--- config.mk ---
export PLATFORM = sky130hd
export DESIGN_NAME = scan_chain_ctrl
export DESIGN_NICKNAME = d
export VERILOG_FILES = /design/src/rtl/scan_chain_ctrl.sv
export SDC_FILE = /design/constraint.sdc
export NUM_CORES = 1
export LEC_CHECK = 0
export BUFFER_PORTS_ARGS = -buffer_cell sky130_fd_sc_hd__buf_2
export CAP_MARGIN = 25
export CORE_MARGIN = 2
export CORE_UTILIZATION = 30
export DETAILED_ROUTE_END_ITERATION = 16
export PLACE_DENSITY = 0.45
export SETUP_SLACK_MARGIN = 0.5
export SLEW_MARGIN = 0
export SYNTH_ARGS = -nofsm -noshare
export SYNTH_HDL_FRONTEND = slang
export SYNTH_SLANG_ARGS = --single-unit
--- constraint.sdc ---
create_clock -name CLK -period 2.5 [get_ports CLK]
set_input_delay 0.25 -clock CLK [delete_from_list [all_inputs] [get_ports CLK]]
set_output_delay 0.25 -clock CLK [all_outputs]
set_load 0.005 [all_outputs]
--- src/rtl/scan_chain_ctrl.sv ---
// Scan chain test controller: shift a pattern in, capture one
// functional cycle, shift the response out and compare it.
module scan_chain_ctrl #(
  parameter int CHAIN_LEN = 8,
  parameter int CNT_W     = $clog2(CHAIN_LEN) + 1
) (
  input  logic                 CLK,
  input  logic                 RST,
  input  logic                 START,
  input  logic                 ABORT,
  input  logic [CHAIN_LEN-1:0] PAT_IN,
  input  logic [CHAIN_LEN-1:0] EXP_IN,
  input  logic                 SO,
  output logic                 SE,
  output logic                 SD,
  output logic                 BUSY,
  output logic                 DONE,
  output logic [CHAIN_LEN-1:0] RESP,
  output logic                 PASS
);

  typedef enum logic [2:0] {
    IDLE,
    SHIFT_IN,
    CAPTURE,
    SHIFT_OUT,
    FINISH
  } state_t;

  localparam logic [CNT_W-1:0] LAST = CNT_W'(CHAIN_LEN - 1);
  localparam logic [CNT_W-1:0] ONE  = CNT_W'(1);

  state_t               state, state_n;
  logic [CNT_W-1:0]     cnt, cnt_n;
  logic [CHAIN_LEN-1:0] sr, sr_n;
  logic [CHAIN_LEN-1:0] expq, exp_n;
  logic [CHAIN_LEN-1:0] resp_n;
  logic                 pass_n;
  logic                 se_n, sd_n;

  // Next state, datapath updates and next values of the registered pins
  always_comb begin
    state_n = state;
    cnt_n   = cnt;
    sr_n    = sr;
    exp_n   = expq;
    resp_n  = RESP;
    pass_n  = PASS;
    unique case (state)
      IDLE: begin
        if (START) begin
          state_n = SHIFT_IN;
          sr_n    = PAT_IN;
          exp_n   = EXP_IN;
          cnt_n   = '0;
          resp_n  = '0;
          pass_n  = 1'b0;
        end
      end
      SHIFT_IN: begin
        if (ABORT) begin
          state_n = IDLE;
          cnt_n   = '0;
          pass_n  = 1'b0;
        end else begin
          sr_n  = sr >> 1;
          cnt_n = cnt + ONE;
          if (cnt == LAST) begin
            state_n = CAPTURE;
          end
        end
      end
      CAPTURE: begin
        state_n = ABORT ? IDLE : SHIFT_OUT;
        cnt_n   = '0;
        if (ABORT) begin
          pass_n = 1'b0;
        end
      end
      SHIFT_OUT: begin
        if (ABORT) begin
          state_n = IDLE;
          cnt_n   = '0;
          pass_n  = 1'b0;
        end else begin
          for (int k = 0; k < CHAIN_LEN; k++) begin
            if (cnt == CNT_W'(k)) begin
              resp_n[k] = SO;
            end
          end
          cnt_n = cnt + ONE;
          if (cnt == LAST) begin
            state_n = FINISH;
            pass_n  = (resp_n == expq);
          end
        end
      end
      FINISH: begin
        state_n = IDLE;
      end
      default: begin
        state_n = IDLE;
      end
    endcase
    se_n = (state_n == SHIFT_IN) || (state_n == SHIFT_OUT);
    sd_n = (state_n == SHIFT_IN) ? sr_n[0] : 1'b0;
  end

  // State, datapath and glitch-free SE/SD registers
  always_ff @(posedge CLK) begin
    if (RST) begin
      state <= IDLE;
      cnt   <= '0;
      sr    <= '0;
      expq  <= '0;
      RESP  <= '0;
      PASS  <= 1'b0;
      SE    <= 1'b0;
      SD    <= 1'b0;
    end else begin
      state <= state_n;
      cnt   <= cnt_n;
      sr    <= sr_n;
      expq  <= exp_n;
      RESP  <= resp_n;
      PASS  <= pass_n;
      SE    <= se_n;
      SD    <= sd_n;
    end
  end

  assign BUSY = (state == SHIFT_IN) || (state == CAPTURE) ||
                (state == SHIFT_OUT);
  assign DONE = (state == FINISH);

endmodule
==> metrics.md, run 1 <==
| Metric | Value |
|---|---|
| Max-cap viol count | `0` |
| Fin crit share | `75.9%` |
| Synthesis Warnings | `0` |
| CORE AREA | `5540 µm²` |
| Worst-case headroom to the max-slew limit | `about 60%` |
| Clock sinks | `34` |
| Final hold violation count | `0` |
| Final Setup Violations | `0` |
| Max-slew violation count | `0` |
| Worst clock skew | `~0.0062 ns` |
| Drt initial violations | `74` |
| CP top delay family | `simple AND/OR/NAND/NOR gates` |
| FF-to-FF path depth | `6` |
| Drc violations | `0` |
| Finished Layout Cells | `approximately 310` |
| Worst reg2reg startpoint | `cnt[1]` |
| Switching share of power | `around 25%` |
| Sw power | `roughly 0.30 mW` |
| Seq/Total Area, Yosys | `around 39%` |
| CTS max path bufs | `2` |
| Achievable Freq | `between 500 and 600 MHz` |
| Pwr dens | `approximately 560 nW/µm²` |
| Root Buffer | `clkbuf_8` |
| Worst hold start | `PAT_IN[7]` |
| End-of-flow core utilization | `~39%` |
| Worst Path Class, Setup | `flop to flop` |
| Vias in the first global route | `roughly 1500` |
| Min-Delay Endpoint | `sr[7]` |
| CTS tree | `done` |
| DR WL/cell | `13.6 µm` |
| Cell Area, Placed | `roughly 2000 µm²` |
| Hold buffer count at CTS | `0` |
| Pint | `between 0.9 and 1 mW` |
| Worst-Skew Late Latency | `around 0.29 ns` |
| Synthesized area per cell | `8.33 µm²` |
| Setup TNS | `0 ns` |
| WHS | `about 0.19 ns` |
| Worst r2r dst | `PASS` |
| Critical-path top delay cell | `dfxtp_1` |
| Synth-to-Final Area Change | `23.1%` |
| CP Launch Type | `flop` |
| Post-Syn Area | `between 1500 and 2000 µm²` |
| Seq pwr share | `roughly half` |
| First-pass GRT wire length | `7200 µm` |
| Buffer and inverter count on the worst path | `0` |
| Critical Path RT | `~2.7 ns` |
| Horiz. Die Dim | `80 µm` |
| Placed wire-length estimate | `around 3000 µm` |
| Final #Nets | `about 270` |
| Layout cells sized above 1 | `roughly a quarter` |
| R2R setup slack | `around 0.60 ns` |
| Status | `finished clean` |
| Worst Hold Class | `input port to flop` |
| Synth unique cells | `37` |
| IO buf count | `33` |
| Worst path cell trace | `ha_1 > nor3b_2 > mux2i_1 > xor2_1 > and4_1 > a31o_2` |
| Die H | `about 80 µm` |
| Register clock-pin slew on the reported worst setup and hold paths | `~0.070 ns` |
| Antenna-violating nets left | `0` |
| Power share of the combinational group | `11.0%` |
| Most used DFF post-synth | `dfxtp_1` |
| WP data arrival | `around 2.1 ns` |
| Final wirelength | `~4300 µm` |
| Initial Utilization | `31.3%` |
| WHS Path Cells | `3` |
| Crit-path max FO | `7` |
| Pre-CTS worst setup slack | `0.512 ns` |
| Gpl congestion | `~0.76` |
| Crit path capture type | `flop` |
| H-Tree Depth | `2` |
| Via/cell ratio | `4.95` |
| Minimum clock period | `~1.9 ns` |
| Peak supply drop | `0.310 mV` |
| Critical Path Max Stage Delay | `about 0.43 ns` |
| RSZ-0062 raised after global routing | `true` |
| Die area | `6400 µm²` |
| Inserted Clock Buffers | `5` |
| Pre-Repair DR Iteration Count | `4` |
| Slack of the critical path | `about 0.60 ns` |
| Slew @ Worst Pin | `a little over 0.6 ns` |
| Register bit total from synthesis | `34` |
| Async SR Flop Fraction | `0%` |
| Clock share of power | `roughly 40%` |
| Post-synth EDFFs | `0` |
| GRT Total Usage | `14.5%` |
| Vias | `between 1500 and 2000` |
| Overall power | `1.20 mW` |
| Largest net degree at the start of global routing | `24` |
| Syn nets | `~230` |
| Placed Cells | `304` |
| Static Leak | `between 0.8 and 0.9 nW` |
| # diodes | `0` |
| Initial antenna violation count | `0` |
| Gate Count Post-Synth | `approximately 210` |
| Cell row count | `27` |
| Fin area | `around 2100 µm²` |
| GRT Residual Overflow | `0` |
| I/O pin count | `34` |
## worst max path at each step
stage / end / slack (ns) / depth (start not counted) / from
3_5_place_dp: PASS / 0.51 / 7 / cnt[1]
6_report: PASS / 0.60 / 6 / cnt[1]
3_3_place_gp: PASS / 0.53 / 6 / cnt[0]
2_1_floorplan: PASS / 0.69 / 6 / cnt[0]
4_1_cts: PASS / 0.51 / 7 / cnt[0]
5_1_grt: PASS / 0.46 / 7 / cnt[1]
## sequential cells by signal, summed over array words and instances (netlist names)
register  cells
RESP          8
SD            1
cnt           4
SE            1
state         3
expq          8
PASS          1
sr            8
## tightest hold or removal path, stage by stage
cell,delay [ns]
buf_2,0.09
nand2_1,0.05
a21oi_1,0.05
## synth_stat cells, types with 2 or more instances
master,n,area (µm²)
inv_1,2,7.51
mux2i_1,9,90.1
dfxtp_1,34,681
nand3_1,5,25.0
nor2_1,11,41.3
nor3b_2,2,25.0
o21ai_0,9,45.0
nor4_1,2,12.5
nor3b_1,5,37.5
clkbuf_1,7,26.3
buf_2,5,25.0
xnor2_1,5,43.8
nand3b_1,7,52.6
nor3_1,8,40.0
a22oi_1,9,67.6
ha_1,4,50.1
nand2_1,29,109
a21oi_1,33,165
nor2b_1,3,18.8
xor2_1,2,17.5
## cells by family (layout without fill, tap and decap cells)
family	count (synthesis)	in the layout	synth area share, %
AOI/OAI and AO/OA	56	56	18.8
adders and majority gates	4	4	2.89
DFF	34	34	39.3
and+or+nand+nor	81	81	25.6
muxes	10	10	5.85
xor gates and xnor gates	7	7	3.54
buffers and inverters	16	50	4.04
## power by group through the flow
stage | Combinational, mW | Clock [mW] | Sequential [mW]
after global placement | 0.127 | 0 | 0.589
after CTS | 0.127 | 0.505 | 0.576
final | 0.132 | 0.489 | 0.576
after detailed placement | 0.127 | 0 | 0.589
after global routing | 0.149 | 0.529 | 0.579
after floorplan | 0.0823 | 0 | 0.586
## final cells by class
type / count / area (µm²)
multi-input combinational: 158 / 1020
sequential: 34 / 683
tap: 72 / 90.1
timing repair buffer: 40 / 218
clock buffer: 8 / 110
inverter: 2 / 7.51
fill: 584 / 3410
## cell usage in the layout (no fill, tap or decap), types with 3 or more instances in the layout
cell type / instances
o21ai_0: 9
nand2_1: 29
xnor2_1: 5
a21oi_1: 33
nand3_1: 5
nand3b_1: 7
clkbuf_8: 8
nor3b_4: 3
nor2b_1: 3
buf_4: 7
a22oi_1: 9
nor2_1: 11
buf_2: 33
mux2i_1: 9
dfxtp_1: 32
nor3_1: 8
ha_1: 3
## routing by layer
| layer | up-vias | track usage [%] | share of wire [%] |
|---|---|---|---|
| met5 | - | 0 | 0 |
| met1 | 726 | 19.7 | 49 |
| met4 | 0 | 6.10 | 1.9 |
| met2 | 21 | 21.8 | 46 |
| met3 | 8 | 3.62 | 3.7 |
| li1 | 800 | - | - |
## what timing repair did
action / 4_1_cts / 5_1_grt
resized for setup: 2 / 8
setup endpoints to repair: 1 / 2
setup buffers: 0 / 2
hold endpoints to repair: 0 / 0
cloned: 0 / 0
Power figures use the tool's default switching activity.
==> run 2: changes to the inputs <==
Clock period 2.5 ns to 1.96 ns, I/O delays scaled along.
==> run 2 against run 1 <==
Effect of this change:
- combinational power up 77%
- register-to-register slack worse by 0.42 ns
- sequential power up 28%
- critical path depth up 1
- sequential share of layout area down 3.9 points
- fmax up 6.5%
- die area unchanged
- first-iteration DRC count down 22%
- core utilization up 6.7 points
- clock power up 12%
- worst hold slack worse by 0.050 ns
- global-route usage up 0.63 points
==> metrics.md, run 2 (synthesis results as in run 1) <==
| Metric | Value |
|---|---|
| Cell row count | `27` |
| # diodes | `0` |
| Initial Utilization | `around 31%` |
| Vias | `roughly 1600` |
| Placed wire-length estimate | `between 3000 and 4000 µm` |
| WHS | `0.140 ns` |
| Critical Path RT | `approximately 2.2 ns` |
| Final #Nets | `283` |
| Crit path capture type | `flop` |
| Crit path capture | `PASS` |
| Vias in the first global route | `1485` |
| Pwr dens | `607 nW/µm²` |
| CTS max path bufs | `2` |
| Antenna-violating nets left | `0` |
| Final hold violation count | `0` |
| Minimum clock period | `1.78 ns` |
| Layout cells sized above 1 | `around 45%` |
| Clock sinks | `34` |
| Achievable Freq | `~560 MHz` |
| Inserted Clock Buffers | `5` |
| WHS Path Cells | `3` |
| Worst clock skew | `about 0.0033 ns` |
| CTS tree | `done` |
| Slew @ Worst Pin | `approximately 0.5 ns` |
| Overall power | `between 1.5 and 2 mW` |
| Die area | `6400 µm²` |
| Synth-to-Final Area Change | `44.4%` |
| Initial antenna violation count | `0` |
| IO buf count | `33` |
| Final wirelength | `4640 µm` |
| Fin crit share | `about nine tenths` |
| Drt initial violations | `58` |
| Register clock-pin slew on the reported worst setup and hold paths | `roughly 0.070 ns` |
| Die H | `~80 µm` |
| Worst reg2reg startpoint | `cnt[1]` |
| GRT Total Usage | `15.2%` |
| Hold buffer count at CTS | `0` |
| Largest regs | `RESP (8), expq (8), sr (8)` |
| Static Leak | `0.988 nW` |
| Multi-input logic area | `about 1200 µm²` |
| Setup TNS | `0 ns` |
| GRT Residual Overflow | `0` |
| Crit-path max FO | `5` |
| First-pass GRT wire length | `roughly 7500 µm` |
| FF-to-FF path depth | `7` |
| Worst Hold Class | `input port to flop` |
| Worst Setup SP | `cnt[1]` |
| Critical-path top delay cell | `dfxtp_4` |
| Drc violations | `0` |
| DR WL/cell | `14.0 µm` |
| Worst r2r dst | `PASS` |
| Commonest non-fill, non-tap cells in the layout | `buf_2, dfxtp_1, a21oi_1, nand2_1, buf_4` |
| Pre-Repair DR Iteration Count | `4` |
| Final Setup Violations | `0` |
| RSZ-0062 raised after global routing | `true` |
| Max-slew violation count | `0` |
| Peak supply drop | `between 0.3 and 0.4 mV` |
| FF/Latch Area | `~700 µm²` |
| Gpl congestion | `~0.69` |
| WP data arrival | `about 2.0 ns` |
| Via/cell ratio | `4.98` |
| Critical Path Max Stage Delay | `0.38 ns` |
| Status | `finished clean` |
| Largest net degree at the start of global routing | `23` |
| Worst path cell trace | `buf_4 > ha_4 > nor3b_4 > mux2i_2 > xnor2_1 > nor4_2 > a31o_2` |
| Number of filler cells placed in the layout | `570` |
| R2R setup slack | `roughly 0.18 ns` |
| Worst-case headroom to the max-slew limit | `approximately two thirds` |
| H-Tree Depth | `2` |
| Horiz. Die Dim | `about 80 µm` |
| Worst-Skew Late Latency | `0.29 ns` |
| Root Buffer | `clkbuf_8` |
| Worst Path Class, Setup | `flop to flop` |
| I/O pin count | `34` |
| Commonest non-fill, non-tap cell in the layout | `buf_2` |
| CP Launch Type | `flop` |
| Max-cap viol count | `0` |
| CORE AREA | `approximately 5500 µm²` |
[run 2: cell count changes in the layout (fill, tap and decap cells not counted), moves of 5 or more]
cell | before | now
dfxtp_4 | 0 | 6
buf_4 | 7 | 19
a22oi_2 | 0 | 5
a21oi_2 | 0 | 7
a21oi_1 | 33 | 25
a22oi_1 | 9 | 4
dfxtp_1 | 32 | 27
[run 2: timing repair]
action,in CTS,in global routing
pin swaps,6,19
buffers inserted,8,9
endpoints found under the setup margin,31,29
resized for setup,13,42
[run 2: layout make-up]
cell class | instances | share of cell area [%]
Clock inverter | 1 | 0.200
Multi-Input combinational cell | 158 | 49.1
Inverter | 2 | 0.500
Timing Repair Buffer | 57 | 15.0
Clock buffer | 7 | 3.45
Tap cell | 72 | 3.60
Sequential cell | 34 | 28.2
[run 2: worst min-delay path by stage]
| stage | from | to | slack (ns) |
|---|---|---|---|
| 2_1_floorplan | ABORT | state[1] | 0.27 |
| 3_3_place_gp | EXP_IN[3] | expq[3] | 0.44 |
| 3_5_place_dp | EXP_IN[3] | expq[3] | 0.44 |
| 4_1_cts | EXP_IN[3] | expq[3] | 0.13 |
| 5_1_grt | EXP_IN[1] | expq[1] | 0.13 |
| 6_report | EXP_IN[1] | expq[1] | 0.14 |
[run 2: power by group]
part / total, mW / switching (mW) / internal [mW]
sequential: 0.735 / 0.0240 / 0.711
combinational: 0.234 / 0.117 / 0.118
clock: 0.550 / 0.266 / 0.284
total: 1.52 / 0.407 / 1.11
[run 2: per-stage QoR]
step / instances / util, % / setup slack (ns) / area, µm²
final: 331 / 45.2 / 0.179 / 2500
after global routing: 331 / 45.2 / 0.0689 / 2500
after CTS: 322 / 41.3 / 0.210 / 2290
after detailed placement: 306 / 37.6 / 0.0590 / 2080
after global placement: 306 / 37.6 / 0.0712 / 2080
after floorplan: 208 / - / 0.385 / 1840
[run 2: critical path, delay by kind of cell (launching register included)]
kind,cells,cell delay [ns]
XOR/XNOR,1,0.10
flip-flops,1,0.38
buffers and inverters,1,0.12
adder cells (fa/ha/maj),1,0.14
multiplexers,1,0.28
AO/OA/AOI/OAI,1,0.19
AND/OR/NAND/NOR,2,0.52
[run 2: per-layer routing]
metal	vias up	wire [µm]	track usage, %
li1	833	-	-
met1	781	2270	20.9
met2	31	2150	23.2
met3	4	169	4.19
met4	0	43	4.07
met5	-	0	0
==> run 3: changes to the inputs <==
Settings changed: CORE_UTILIZATION 30 to 54, PLACE_DENSITY 0.45 to 0.74.
==> run 3 against run 2 <==
Effect of this change:
- clock skew increased by 0.0045 ns
- final cell count shrank 6.9%
- critical path type unchanged
- combinational power shrank 7%
- global-route usage rose by 9.4 points
- worst setup slack improved by 0.079 ns
- design area fell by 2.6%
- register-to-register slack improved by 0.08 ns
- fmax increased by 4.6%
- highest routed layer unchanged
- critical path depth did not move
- count of clock-buffer cells in the layout fell by 1
- flip-flop and latch count is the same
==> metrics.md, run 3 (synthesis results as in run 1) <==
| Metric | Value |
|---|---|
| Layout cells sized above 1 | `a little over two fifths` |
| Final Setup Violations | `0` |
| Seq pwr share | `about 52%` |
| # diodes | `0` |
| Setup TNS | `0 ns` |
| Cell row count | `20` |
| Number of filler cells placed in the layout | `around 220` |
| Pre-Repair DR Iteration Count | `4` |
| Worst clock skew | `around 0.0079 ns` |
| Final wirelength | `~4800 µm` |
| Register clock-pin slew on the reported worst setup and hold paths | `around 0.11 ns` |
| CORE AREA | `3050 µm²` |
| CP top delay family | `simple AND/OR/NAND/NOR gates` |
| Commonest non-fill, non-tap cells in the layout | `buf_2, a21oi_1, nand2_1, dfxtp_1, buf_4` |
| Initial Utilization | `~57%` |
| Drc violations | `0` |
| Horiz. Die Dim | `60.7 µm` |
| Crit path capture type | `flop` |
| Final hold violation count | `0` |
| Vias in the first global route | `1484` |
| Pwr dens | `just under 600 nW/µm²` |
| Worst path cell trace | `inv_4 > ha_4 > nor3b_4 > o32ai_2 > a2111oi_2 > and4_1 > a31o_2` |
| Slew @ Worst Pin | `approximately 0.44 ns` |
| Critical Path RT | `approximately 2.3 ns` |
| H-Tree Depth | `2` |
| Peak supply drop | `just over 0.6 mV` |
| CTS tree | `done` |
| Largest net degree at the start of global routing | `23` |
| Fin crit share | `86.8%` |
| Max-cap viol count | `0` |
| Gpl congestion | `0.882` |
| IO buf count | `33` |
| Worst-case headroom to the max-slew limit | `70.8%` |
| WHS | `about 0.07 ns` |
| Die area | `about 3700 µm²` |
| Max-slew violation count | `0` |
| Power share of the combinational group | `between 10% and 20%` |
| Clock sinks | `34` |
| Commonest non-fill, non-tap cell in the layout | `buf_2` |
| First-pass GRT wire length | `around 6600 µm` |
| Switching share of power | `between 20% and 30%` |
| Critical Path Max Stage Delay | `0.40 ns` |
| Crit-path max FO | `6` |
| Largest regs | `RESP (8), expq (8), sr (8)` |
| Vias | `between 1500 and 2000` |
| Antenna-violating nets left | `0` |
| Clock share of power | `between 30 and 40%` |
| I/O pin count | `34` |
| DR WL/cell | `between 15 and 20 µm` |
| Worst-Skew Late Latency | `0.35 ns` |
| Finished Layout Cells | `308` |
| Placed wire-length estimate | `roughly 2900 µm` |
| Via/cell ratio | `~5.7` |
| GRT Total Usage | `roughly a quarter` |
| CP Launch Type | `flop` |
| Achievable Freq | `587 MHz` |
| Initial antenna violation count | `0` |
| Status | `finished clean` |
| WP data arrival | `approximately 2 ns` |
| Worst Path Class, Setup | `flop to flop` |
| Die H | `slightly above 60 µm` |
| Final #Nets | `about 290` |
| Placed Cells | `280` |
| Pint | `a little over 1 mW` |
| Worst Hold Class | `input port to flop` |
| GRT Residual Overflow | `0` |
| Static Leak | `0.990 nW` |
| Root Buffer | `clkbuf_4` |
| CTS max path bufs | `2` |
| Minimum clock period | `1.70 ns` |
| Inserted Clock Buffers | `5` |
| Synth-to-Final Area Change | `40.6%` |
| Critical-path top delay cell | `dfxtp_4` |
| Hold buffer count at CTS | `0` |
| Drt initial violations | `between 100 and 150` |
| RSZ-0062 raised after global routing | `true` |
| Buffer and inverter count on the worst path | `1` |
| Sw power | `approximately 0.38 mW` |
| End-of-flow core utilization | `around four fifths` |
==> run 3: area by class of cell <==
type                    count  area, µm²  area share, %
well taps                  44       55.1           2.26
inverters                   2       12.5          0.514
clock buffers               6       62.6           2.57
clock inverters             2       10.0          0.411
flip-flops and latches     34        702           28.8
repair buffers             62        427           17.5
multi-input cells         158       1170           47.9
==> run 3: worst paths after layout <==
kind | start | endpoint | slack [ns] | cells after the start
max | cnt[0] | PASS | 0.26 | 7
min | EXP_IN[6] | expq[6] | 0.07 | 3
max reg2reg | cnt[0] | PASS | 0.26 | 7
min reg2reg | sr[1] | sr[1] | 0.46 | 2
==> run 3: what timing repair did <==
item,CTS,global route
gates resized for setup,18,28
setup endpoints to repair,21,24
gates cloned,0,0
pin swaps,10,12
buffers inserted,10,10
==> run 3: stage by stage <==
stage | area (µm²) | power (mW) | setup slack [ns]
after floorplan | 1840 | 0.859 | 0.385
after global placement | 2060 | 0.913 | 0.256
after detailed placement | 2060 | 0.921 | 0.246
after CTS | 2260 | 1.38 | 0.280
after global routing | 2440 | 1.47 | 0.163
final | 2440 | 1.41 | 0.258
==> run 3: tightest hold or removal path, cell delays in order <==
cell     delay (ns)
buf_2          0.09
nand2_1        0.04
a21oi_1        0.05
==> run 3: per-layer routing <==
| layer | vias up | global-route usage, % | part of all wire [%] |
|---|---|---|---|
| met5 | - | 0 | 0 |
| met4 | 0 | 9.63 | 2.9 |
| met3 | 14 | 5.76 | 4.6 |
| met2 | 47 | 41.5 | 49 |
| met1 | 845 | 30.2 | 43 |
| li1 | 851 | - | - |
==> run 3: power by group through the flow <==
stage | clock network [mW] | logic (mW) | registers, mW
detailed placement | 0 | 0.170 | 0.751
floorplan | 0 | 0.113 | 0.746
finish | 0.459 | 0.217 | 0.734
CTS | 0.466 | 0.183 | 0.736
global route | 0.500 | 0.236 | 0.737
global placement | 0 | 0.164 | 0.749
